## src/rtl/difftest_log_event.sv

```systemverilog
// ---------------------------------------------------------------------------
// difftest_log_event
//
// Named performance-event sampler for difftest builds. It watches a
// free-running event counter. Every PERIOD cycles it records how many events
// arrived since the previous sample. It also keeps the peak per-interval count
// and a saturating count of the samples taken. It is used for simulation and
// debug only and has no side effects on the core.
//
// Parameters:
//   NAME    event name, used only in log output
//   WIDTH   width of the watched counter, the delta and the captured value
//   PERIOD  sample interval in clock cycles (>= 2)
//   SCNT_W  width of the saturating sample counter
//
// Ports:
//   clk           in   clock, rising-edge
//   rst           in   synchronous active-high reset
//   value         in   WIDTH   current event-counter value (mod 2^WIDTH)
//   sample_valid  out  1       one-cycle pulse when a new sample is presented
//   sample_delta  out  WIDTH   events counted in the last completed interval
//   last_value    out  WIDTH   value captured at the last sample point
//   max_delta     out  WIDTH   largest sample_delta since reset
//   sample_count  out  SCNT_W  samples taken, saturating at all-ones
//
// Optional feature (macro DIFFTEST_LOG_EVENT_PRINT_EN):
//   When the macro is defined, the block prints one "[perf]" line for each
//   sample and a total line from a final block. When it is undefined, the
//   block has no printing at all. Register behaviour is the same either way.
// ---------------------------------------------------------------------------
module difftest_log_event #(
    parameter string NAME   = "event",
    parameter int    WIDTH  = 32,
    parameter int    PERIOD = 1024,
    parameter int    SCNT_W = 16
) (
    input  logic              clk,
    input  logic              rst,
    input  logic [WIDTH-1:0]  value,
    output logic              sample_valid,
    output logic [WIDTH-1:0]  sample_delta,
    output logic [WIDTH-1:0]  last_value,
    output logic [WIDTH-1:0]  max_delta,
    output logic [SCNT_W-1:0] sample_count
);

    localparam int CYC_W = (PERIOD > 1) ? $clog2(PERIOD) : 1;
    localparam logic [CYC_W-1:0] CYC_LAST = CYC_W'(PERIOD - 1);

    if (PERIOD < 2) begin : gBadPeriod
        $error("difftest_log_event %s: PERIOD must be at least 2", NAME);
    end

    // Event deltas are unsigned modular differences. A counter that wraps
    // between samples still gives the true positive count. A counter that
    // goes backwards is treated the same way and shows up as a huge delta.
    function automatic logic [WIDTH-1:0] wrapDelta(input logic [WIDTH-1:0] cur,
                                                   input logic [WIDTH-1:0] prev);
        return cur - prev;
    endfunction

    // The sample count holds at all-ones rather than rolling back to zero.
    function automatic logic [SCNT_W-1:0] satInc(input logic [SCNT_W-1:0] c);
        return (&c) ? c : c + 1'b1;
    endfunction

    // The peak is replaced only when a strictly larger delta is seen.
    function automatic logic [WIDTH-1:0] peak(input logic [WIDTH-1:0] d,
                                              input logic [WIDTH-1:0] m);
        return (d > m) ? d : m;
    endfunction

    // The declaration initialisers match the reset values. With rst tied
    // low, the block starts as if it had been reset at time zero.
    logic [CYC_W-1:0]  cyc            = '0;
    logic              vld_p1         = 1'b0;
    logic [WIDTH-1:0]  sampleDelta_p1 = '0;
    logic [WIDTH-1:0]  lastValue_p1   = '0;
    logic [WIDTH-1:0]  maxDelta_p1    = '0;
    logic [SCNT_W-1:0] sampleCount_p1 = '0;

    logic              samplePoint;
    logic [WIDTH-1:0]  delta_p0;

    // ---- stage p0: interval timing and delta against the previous capture
    assign samplePoint = (cyc == CYC_LAST);
    assign delta_p0    = wrapDelta(value, lastValue_p1);

    always_ff @(posedge clk) begin
        if (rst) begin
            cyc <= '0;
        end else if (samplePoint) begin
            cyc <= '0;
        end else begin
            cyc <= cyc + 1'b1;
        end
    end

    // ---- stage p1: sample registers, updated only at the sample point
    always_ff @(posedge clk) begin
        if (rst) begin
            vld_p1         <= 1'b0;
            sampleDelta_p1 <= '0;
            lastValue_p1   <= '0;
            maxDelta_p1    <= '0;
            sampleCount_p1 <= '0;
        end else begin
            vld_p1 <= samplePoint;
            if (samplePoint) begin
                sampleDelta_p1 <= delta_p0;
                lastValue_p1   <= value;
                maxDelta_p1    <= peak(delta_p0, maxDelta_p1);
                sampleCount_p1 <= satInc(sampleCount_p1);
            end
        end
    end

    assign sample_valid = vld_p1;
    assign sample_delta = sampleDelta_p1;
    assign last_value   = lastValue_p1;
    assign max_delta    = maxDelta_p1;
    assign sample_count = sampleCount_p1;

`ifdef DIFFTEST_LOG_EVENT_PRINT_EN
    // Report each sample while it is being presented on the outputs.
    always @(posedge clk) begin
        if (vld_p1) begin
            $display("[perf] %s #%0d delta=%0d max=%0d",
                     NAME, sampleCount_p1, sampleDelta_p1, maxDelta_p1);
        end
    end

    final begin
        $display("[perf] %s total=%0d max=%0d", NAME, lastValue_p1, maxDelta_p1);
    end
`else
`endif

endmodule

```

## config.mk

```make
export PLATFORM = sky130hd
export DESIGN_NAME = difftest_log_event
export DESIGN_NICKNAME = d
export VERILOG_FILES = /design/src/rtl/difftest_log_event.sv
export SDC_FILE = /design/constraint.sdc
export NUM_CORES = 1
export LEC_CHECK = 0
export ABC_AREA = 1
export CORE_ASPECT_RATIO = 1.75
export CORE_MARGIN = 10
export CORE_UTILIZATION = 45
export DETAILED_ROUTE_END_ITERATION = 8
export GPL_TIMING_DRIVEN = 0
export HOLD_SLACK_MARGIN = 0.1
export PLACE_DENSITY = 0.75
export SLEW_MARGIN = 10
export SYNTH_ARGS = -nofsm -noshare
export SYNTH_HDL_FRONTEND = slang
export SYNTH_SLANG_ARGS = --single-unit
export TNS_END_PERCENT = 50
```

## constraint.sdc

```tcl
create_clock -name clk -period 4.19 [get_ports clk]
set_clock_uncertainty 0.05 [all_clocks]
set_input_delay 0.838 -clock clk [delete_from_list [all_inputs] [get_ports clk]]
set_output_delay 0.838 -clock clk [all_outputs]
set_load 0.01 [all_outputs]
```

==> impl_results.md, run 1 <==
* Class of the most critical setup path: input port to flip-flop
* Leakage power of the design at approximately 4.8 nW
* Number of rows in the core area at 64
* Share of the core filled with cells at 0.605
* Die extent in y at 196 um
* Mean area per synthesized cell at 6.24 um^2
* All-Layer GR Usage at 0.213
* Number of vias per cell at 4.99
* Share of the yosys chip area belonging to registers at 0.308
* Number of port buffers at 146
* Synth Cell Area at about 8000 um^2
* VDD IR max at ~0.24 mV
* Placeable core area at 17500 um^2
* Worst skew pair latency at 440 ps
* Total CTS buffers at 17
* Floorplan die width at 121 um
* Slew of the pin with the lowest slew margin at 544 ps
* Mapped Nets at 1382
* Detailed-route wire length per cell at 14.8 um
* Final number of max-transition violations at 0
* Routed met1 length at 8.94 mm
* Final cycle utilization of the critical path at 0.954
* GR Overflow Total at 0
* Number of top-level pins at ~150
* Final Net Count at 1549
* Area added between synthesis and finish at 32.1%
* Total detailed-routing wirelength at 25.1 mm
* Critical path peak fanout at 10
* Total number of vias at 8436
* Total of max-cap violations at 0
* Number of storage elements in the synthesis netlist at 123
* Pwr Total at 3.15 mW
* Critical Path Source Type: input port
* H-tree Lvls at 4
* Worst slew margin relative to its limit at 0.638
* Placer Congestion at roughly 0.92
* Status: complete, no violations
* Starting Density at 0.458
* Final antenna diode count at 0
* Share of cells above drive strength 1 at 0.0657
* Multi-input gate area in the final layout at 4680 um^2
* DR top layer: met4
* Maximum root-to-sink buffer count at 2
* Min-delay worst type: flip-flop to flip-flop
* Post-detailed-route count of antenna-violating nets at 0
* TritonCTS clock tree: done
* Met2 routed WL at 13.1 mm
* Number of hold violations in the final report at 0
* Count of hold-fix buffers inserted at cts at 0
* Post-route DRC at 0
* Clock-pin slew of the registers on the worst-case setup and hold paths at 60 ps
* Maximum number of pins on one net before global-route repair at 17
* Data required time at the worst endpoint at around 4500 ps
* Cell Area, Placed at 9750 um^2
* Post-Synthesis Cells at 1282
* Worst setup EP type: flip-flop
* Detailed router's first-iteration violation count at 527
* Detailed Place HPWL at 20.3 mm
* CTS Sinks at 123
* Synth Warn # at 0
* Post-Place Worst Slack at -715 ps
* WL met3 at 1.52 mm
* Cell chosen for the clock root: sky130_fd_sc_hd__clkbuf_16
* Highest achievable clock rate at 250 MHz
* FF+latch area at 2460 um^2
* Initial antenna violation count at 0
* Wire length of the first global-routing pass at 40.4 mm
* Tmin final at 4000 ps
* Post-route standard cell area excluding fillers at 10600 um^2
* Setup slack of the critical path after layout at 192 ps
* Total of endpoints with negative setup slack in the final report at 0
* Number of distinct library cell variants in the gate-level netlist after synthesis at 35
* Critical Path AT at 4320 ps
* Power per unit of standard cell area at 298 nW/um^2
* Number of global-route vias before repair at 8415
* Die Area at 23700 um^2
* First drt pass iteration count at 6
* Layout fillers at 1736
## synth_stat cells
master | number | share of area
sky130_fd_sc_hd__nand2_1 | 401 | 0.19
sky130_fd_sc_hd__nand4_1 | 11 | 0.0086
sky130_fd_sc_hd__a21o_1 | 2 | 0.0019
sky130_fd_sc_hd__clkbuf_1 | 17 | 0.0080
sky130_fd_sc_hd__or2_2 | 2 | 0.0016
sky130_fd_sc_hd__nor3_1 | 9 | 0.0056
sky130_fd_sc_hd__a21boi_0 | 1 | 0.00094
sky130_fd_sc_hd__inv_2 | 1 | 0.00047
sky130_fd_sc_hd__and3_1 | 1 | 0.00078
sky130_fd_sc_hd__xnor2_1 | 9 | 0.0099
sky130_fd_sc_hd__ha_1 | 65 | 0.10
sky130_fd_sc_hd__o21ai_1 | 1 | 0.00062
sky130_fd_sc_hd__nor2_1 | 123 | 0.058
sky130_fd_sc_hd__and2_1 | 2 | 0.0016
sky130_fd_sc_hd__a31oi_1 | 1 | 0.00078
sky130_fd_sc_hd__o21bai_1 | 4 | 0.0038
sky130_fd_sc_hd__buf_2 | 10 | 0.0063
sky130_fd_sc_hd__dfxtp_1 | 123 | 0.31
sky130_fd_sc_hd__nand3_1 | 95 | 0.059
sky130_fd_sc_hd__buf_4 | 2 | 0.0019
sky130_fd_sc_hd__buf_1 | 5 | 0.0023
sky130_fd_sc_hd__buf_6 | 2 | 0.0028
sky130_fd_sc_hd__o21a_1 | 3 | 0.0028
sky130_fd_sc_hd__nand3b_1 | 6 | 0.0056
sky130_fd_sc_hd__o21ai_0 | 66 | 0.041
sky130_fd_sc_hd__xor2_1 | 16 | 0.018
sky130_fd_sc_hd__nor2_4 | 1 | 0.0014
sky130_fd_sc_hd__nand2_2 | 1 | 0.00078
sky130_fd_sc_hd__nand3_2 | 1 | 0.0013
sky130_fd_sc_hd__a21oi_1 | 70 | 0.044
sky130_fd_sc_hd__nor2_2 | 1 | 0.00078
sky130_fd_sc_hd__fa_1 | 1 | 0.0025
sky130_fd_sc_hd__inv_1 | 225 | 0.11
sky130_fd_sc_hd__a21oi_4 | 1 | 0.0020
sky130_fd_sc_hd__nor4_1 | 3 | 0.0023
## power by group
part	internal, mW	switching (mW)	leakage, nW
clock network	0.887	0.607	0.285
logic	0.183	0.300	3.51
registers	1.17	0.00153	0.991
total	2.24	0.909	4.78
## cell type report
| cell class | instances | area share |
|---|---|---|
| Inverter | 226 | 0.0803 |
| Timing Repair Buffer | 148 | 0.141 |
| Clock buffer | 17 | 0.0403 |
| Sequential cell | 123 | 0.233 |
| Clock inverter | 14 | 0.0155 |
| Multi-Input combinational cell | 897 | 0.443 |
| Buffer | 36 | 0.0191 |
| Tap cell | 231 | 0.0274 |
## routing by layer
metal  up-vias  track usage
li1       4319            -
met1      3769        0.195
met2       259        0.393
met3        89       0.0590
met4         0        0.150
met5         -            0
## final timing paths
| check | startpoint | endpoint | slack (ps) | cells past startpoint |
|---|---|---|---|---|
| worst max-delay path | value[0] | max_delta[17] | 190 | 25 |
| worst min-delay path | cyc[0] | cyc[0] | 390 | 1 |
| worst max register to register | last_value[0] | max_delta[17] | 710 | 24 |
| worst min register to register | cyc[0] | cyc[0] | 390 | 1 |
## per-stage QoR
step	hold slack [ps]	TNS (ps)	cells
finish	390	0	1692
global route	413	-539	1692
CTS	394	0	1690
detailed placement	384	-19890	1659
global placement	374	-19530	1659
floorplan	363	0	1282
## worst max-delay path: stages
cell,delay (ps)
sky130_fd_sc_hd__clkdlybuf4s50_1,490
sky130_fd_sc_hd__inv_1,60
sky130_fd_sc_hd__ha_1,200
sky130_fd_sc_hd__inv_2,90
sky130_fd_sc_hd__fa_2,240
sky130_fd_sc_hd__nand2_2,60
sky130_fd_sc_hd__nand2_1,110
sky130_fd_sc_hd__nand3_1,100
sky130_fd_sc_hd__nand2_2,150
sky130_fd_sc_hd__nand2_2,90
sky130_fd_sc_hd__nand2_4,110
sky130_fd_sc_hd__nand2_2,70
sky130_fd_sc_hd__nand3_1,140
sky130_fd_sc_hd__nand2_4,90
sky130_fd_sc_hd__ha_1,270
sky130_fd_sc_hd__nand2_1,60
sky130_fd_sc_hd__nor2_2,130
sky130_fd_sc_hd__and2_4,160
sky130_fd_sc_hd__nand3_2,80
sky130_fd_sc_hd__inv_1,70
sky130_fd_sc_hd__nand2_1,80
sky130_fd_sc_hd__nand2_4,150
sky130_fd_sc_hd__buf_2,250
sky130_fd_sc_hd__a21oi_1,90
sky130_fd_sc_hd__nor2_1,120
## sequential cells by signal, summed over array words and instances (netlist names)
signal        count
last_value       32
max_delta        32
sample_delta     32
sample_count     16
cyc              10
sample_valid      1
## cells in the final DEF (no fill, tap or decap), types with 6 or more instances in the layout
cell type / instances
sky130_fd_sc_hd__nor2_1: 115
sky130_fd_sc_hd__a21oi_1: 69
sky130_fd_sc_hd__nor3_1: 8
sky130_fd_sc_hd__inv_1: 224
sky130_fd_sc_hd__dfxtp_1: 123
sky130_fd_sc_hd__nand3_1: 94
sky130_fd_sc_hd__clkdlybuf4s50_1: 146
sky130_fd_sc_hd__nand2_1: 389
sky130_fd_sc_hd__nand2_2: 9
sky130_fd_sc_hd__nand3b_1: 6
sky130_fd_sc_hd__o21ai_0: 66
sky130_fd_sc_hd__xnor2_1: 6
sky130_fd_sc_hd__xor2_1: 14
sky130_fd_sc_hd__clkbuf_1: 12
sky130_fd_sc_hd__clkbuf_16: 18
sky130_fd_sc_hd__nand4_1: 11
sky130_fd_sc_hd__buf_2: 11
sky130_fd_sc_hd__nor2_2: 9
sky130_fd_sc_hd__ha_1: 60
## logic make-up after synthesis
family          count (synthesis)  synth area share
simple gates                  657             0.336
fa+ha+maj                      66             0.104
xor+xnor                       25            0.0274
compound gates                149            0.0979
flops                         123             0.308
buf+inv                       262             0.127
## what timing repair did
item / in CTS / in global routing
gates cloned: 0 / 1
endpoints found under the setup margin: 32 / 32
gates resized for setup: 11 / 50
pin swaps: 0 / 8
setup buffers: 0 / 1
Power figures use the tool's default switching activity.
==> run 2: changes to the inputs <==
- ABC_AREA: 1 -> not set
- PLACE_DENSITY: 0.75 -> 0.79
==> run 2 against run 1 <==
  * First-iteration DRC count up 4.6%
  * Critical path depth down 4
  * Via count down 9.4%
  * Global-route usage up 1.7 points
  * The flow now finishes with violations (negative setup slack)
  * Final area down 0.95%
  * Highest routed layer unchanged
  * Maximum frequency down 19%
  * Register-to-register slack worse by 1200 ps
  * Hold slack better by 14 ps
==> impl_results.md, run 2 <==
* Sum of negative setup slack at -18670 ps
* Count of hold-fix buffers inserted at cts at 0
* Post-route DRC at 0
* Setup slack of the critical path after layout at -734 ps
* Number of top-level pins at 147
* Total detailed-routing wirelength at 26.1 mm
* Post-detailed-route count of antenna-violating nets at 0
* Final cycle utilization of the critical path at 1.18
* Tmin final at 4920 ps
* Share of the yosys chip area belonging to registers at 0.342
* Cell Area, Placed at 8950 um^2
* Critical path peak fanout at 5
* Number of flops mapped to enable cells by yosys at 0
* Post-Synthesis Cells at between 900 and 1000
* Number of port buffers at 146
* Slew of the pin with the lowest slew margin at 801 ps
* Number of hold violations in the final report at 0
* Data required time at the worst endpoint at 4400 ps
* Class of the most critical setup path: input port to flip-flop
* Synth Warn # at 0
* Number of distinct library cell variants in the gate-level netlist after synthesis at 58
* Worst skew pair latency at 420 ps
* Critical Path Source Type: input port
* Floorplan die width at roughly 120 um
* Total CTS buffers at 17
* Violations in the final reports: negative setup slack
* Total of max-cap violations at 0
* Number of storage elements in the synthesis netlist at 123
* Pwr Total at 3.09 mW
* Fraction of registers with async set or reset after synthesis at 0
* Maximum number of pins on one net before global-route repair at 17
* Top post-synthesis cells by area: sky130_fd_sc_hd__dfxtp_1 34%, sky130_fd_sc_hd__ha_1 11%, sky130_fd_sc_hd__a21oi_1 7.2%, sky130_fd_sc_hd__nand2_1 7.1%, sky130_fd_sc_hd__inv_1 4.4%
* Detailed router's first-iteration violation count at 551
* Detailed-route wire length per cell at 19.9 um
* Critical Path AT at around 5100 ps
* Number of vias per cell at 5.84
* Main flop type after synthesis: sky130_fd_sc_hd__dfxtp_1
* Leakage power of the design at 3.87 nW
* VDD IR max at roughly 0.27 mV
* Placed instance count at 1239
* Met1 usage in global routing at 0.213
* Number of standard cells in the final layout excluding fillers at 1309
* Placer Congestion at 0.913
* Yosys top cell area share at 0.342
* Detailed Place HPWL at 18.2 mm
* Area leader, netlist: sky130_fd_sc_hd__dfxtp_1
* Busiest layer in global routing: met2
* Initial antenna violation count at 0
* First drt pass iteration count at 5
* Total of endpoints with negative setup slack in the final report at 32
* Area added between synthesis and finish at 45.4%
* Placeable core area at between 15000 and 20000 um^2
* Maximum root-to-sink buffer count at 2
* Min-delay worst type: flip-flop to flip-flop
* Final Net Count at 1207
* Clock-pin slew of the registers on the worst-case setup and hold paths at roughly 60 ps
* Mean area per synthesized cell at 7.96 um^2
* Wire length of the first global-routing pass at about 39 mm
* Met3 demand-to-capacity share in global routing at 0.0485
* TritonCTS clock tree: done
* Worst hold-check slack at a little over 400 ps
* Met2 demand-to-capacity share in global routing at 0.430
* Cell chosen for the clock root: sky130_fd_sc_hd__clkbuf_16
* Final number of max-transition violations at 0
* Setup repair after global routing missed its margin: yes
* GR Overflow Total at 0
* Highest achievable clock rate at between 200 and 250 MHz
* Commonest cells post-synth: 137 x sky130_fd_sc_hd__nand2_1, 123 x sky130_fd_sc_hd__dfxtp_1, 103 x sky130_fd_sc_hd__a21oi_1, 84 x sky130_fd_sc_hd__inv_1, 80 x sky130_fd_sc_hd__nor2_1
* Post-route standard cell area excluding fillers at 10500 um^2
* CTS Sinks at roughly 120
* Die extent in y at ~190 um
* Most common cell after layout, fill and taps aside: sky130_fd_sc_hd__nand2_1
* Die Area at 21700 um^2
* Most common cell in the netlist: sky130_fd_sc_hd__nand2_1
* Final antenna diode count at 0
* Mapped Nets at 1004
* All-Layer GR Usage at 0.230
* Most frequent cells in the layout: 132 x sky130_fd_sc_hd__nand2_1, 127 x sky130_fd_sc_hd__clkdlybuf4s50_1, 123 x sky130_fd_sc_hd__dfxtp_1, 91 x sky130_fd_sc_hd__a21oi_1, 82 x sky130_fd_sc_hd__inv_1
* Total number of vias at 7642
* Starting Density at 0.456
* Worst slew margin relative to its limit at 0.466
* Number of rows in the core area at 61
* Number of global-route vias before repair at 7594
* Synth Cell Area at 7200 um^2
* H-tree Lvls at 4
* Share of cells above drive strength 1 at 0.167
* Power per unit of standard cell area at slightly below 300 nW/um^2
* Status: finished, violations left
* Worst setup EP type: flip-flop
## run 2: changes by cell type in the layout (fill, tap and decap cells not counted), sizes merged, moves of 13 or more
cell / change
a21o: +13
a21oi: +34
buf: +26
clkbuf: +16
clkdlybuf4s50: -19
dlygate4sd2: +15
inv: -139
mux2i: +22
nand2: -265
nand3: -76
nor2: -45
o21ai: -38
xnor2: +21
## run 2: power by group
| group | internal, mW | leakage [nW] | switching [mW] | total [mW] |
|---|---|---|---|---|
| sequential | 1.17 | 0.991 | 0.00225 | 1.17 |
| clock | 0.794 | 0.269 | 0.615 | 1.41 |
| combinational | 0.215 | 2.61 | 0.296 | 0.511 |
## run 2: worst paths after layout
| kind | start | end | slack (ps) | cells after the start |
|---|---|---|---|---|
| min | sample_delta[14] | sample_delta[14] | 400 | 2 |
| min reg2reg | sample_delta[14] | sample_delta[14] | 400 | 2 |
| max reg2reg | last_value[0] | max_delta[30] | -500 | 22 |
| max | value[17] | max_delta[30] | -730 | 21 |
## run 2: logic make-up after synthesis
kind of cell | Yosys count | share of synthesized area
multiplexers | 23 | 0.0322
AND/OR/NAND/NOR | 314 | 0.196
XOR/XNOR | 49 | 0.0617
buffers and inverters | 123 | 0.0666
adder cells (fa/ha/maj) | 66 | 0.116
flip-flops | 123 | 0.342
AO/OA/AOI/OAI | 206 | 0.186
## run 2: timing repair
action,in CTS,in global routing
setup endpoints to repair,32,32
gates resized for setup,114,31
setup buffers,36,6
pin swaps,43,25
## run 2: layer usage
layer / share of wire / up-vias
met3: 0.076 / 140
met4: 0.079 / 0
met1: 0.33 / 3575
met5: 0 / -
li1: - / 3521
met2: 0.52 / 406
## run 2: worst max-delay path, stage by stage
cell and delay, ps:
sky130_fd_sc_hd__clkdlybuf4s50_1 550, sky130_fd_sc_hd__ha_4 260, sky130_fd_sc_hd__a21o_1 180, sky130_fd_sc_hd__a21o_1 160, sky130_fd_sc_hd__a21oi_1 250, sky130_fd_sc_hd__a21oi_2 160
sky130_fd_sc_hd__a211oi_4 350, sky130_fd_sc_hd__buf_4 210, sky130_fd_sc_hd__xnor2_2 190, sky130_fd_sc_hd__ha_1 310, sky130_fd_sc_hd__nand4_1 170, sky130_fd_sc_hd__buf_4 150
sky130_fd_sc_hd__inv_1 50, sky130_fd_sc_hd__a21oi_1 180, sky130_fd_sc_hd__o211ai_1 160, sky130_fd_sc_hd__a22oi_2 250, sky130_fd_sc_hd__buf_4 160, sky130_fd_sc_hd__buf_6 120
sky130_fd_sc_hd__nor2_1 60, sky130_fd_sc_hd__a221oi_2 250, sky130_fd_sc_hd__a21oi_1 130
## run 2: cell type report
class                   count  area [um^2]
fillers                  1178         5330
multi-input cells         658         4900
flip-flops and latches    123         2460
repair buffers            188         1780
clock buffers              18          439
inverters                  84          328
well taps                 189          236
plain buffers              35          201
clock inverters            14          124
## run 2: stage by stage
step | util | setup slack [ps]
after floorplan | - | -490
after global placement | 0.567 | -1780
after detailed placement | 0.567 | -1850
after CTS | 0.651 | -458
after global routing | 0.662 | -825
final | 0.662 | -734
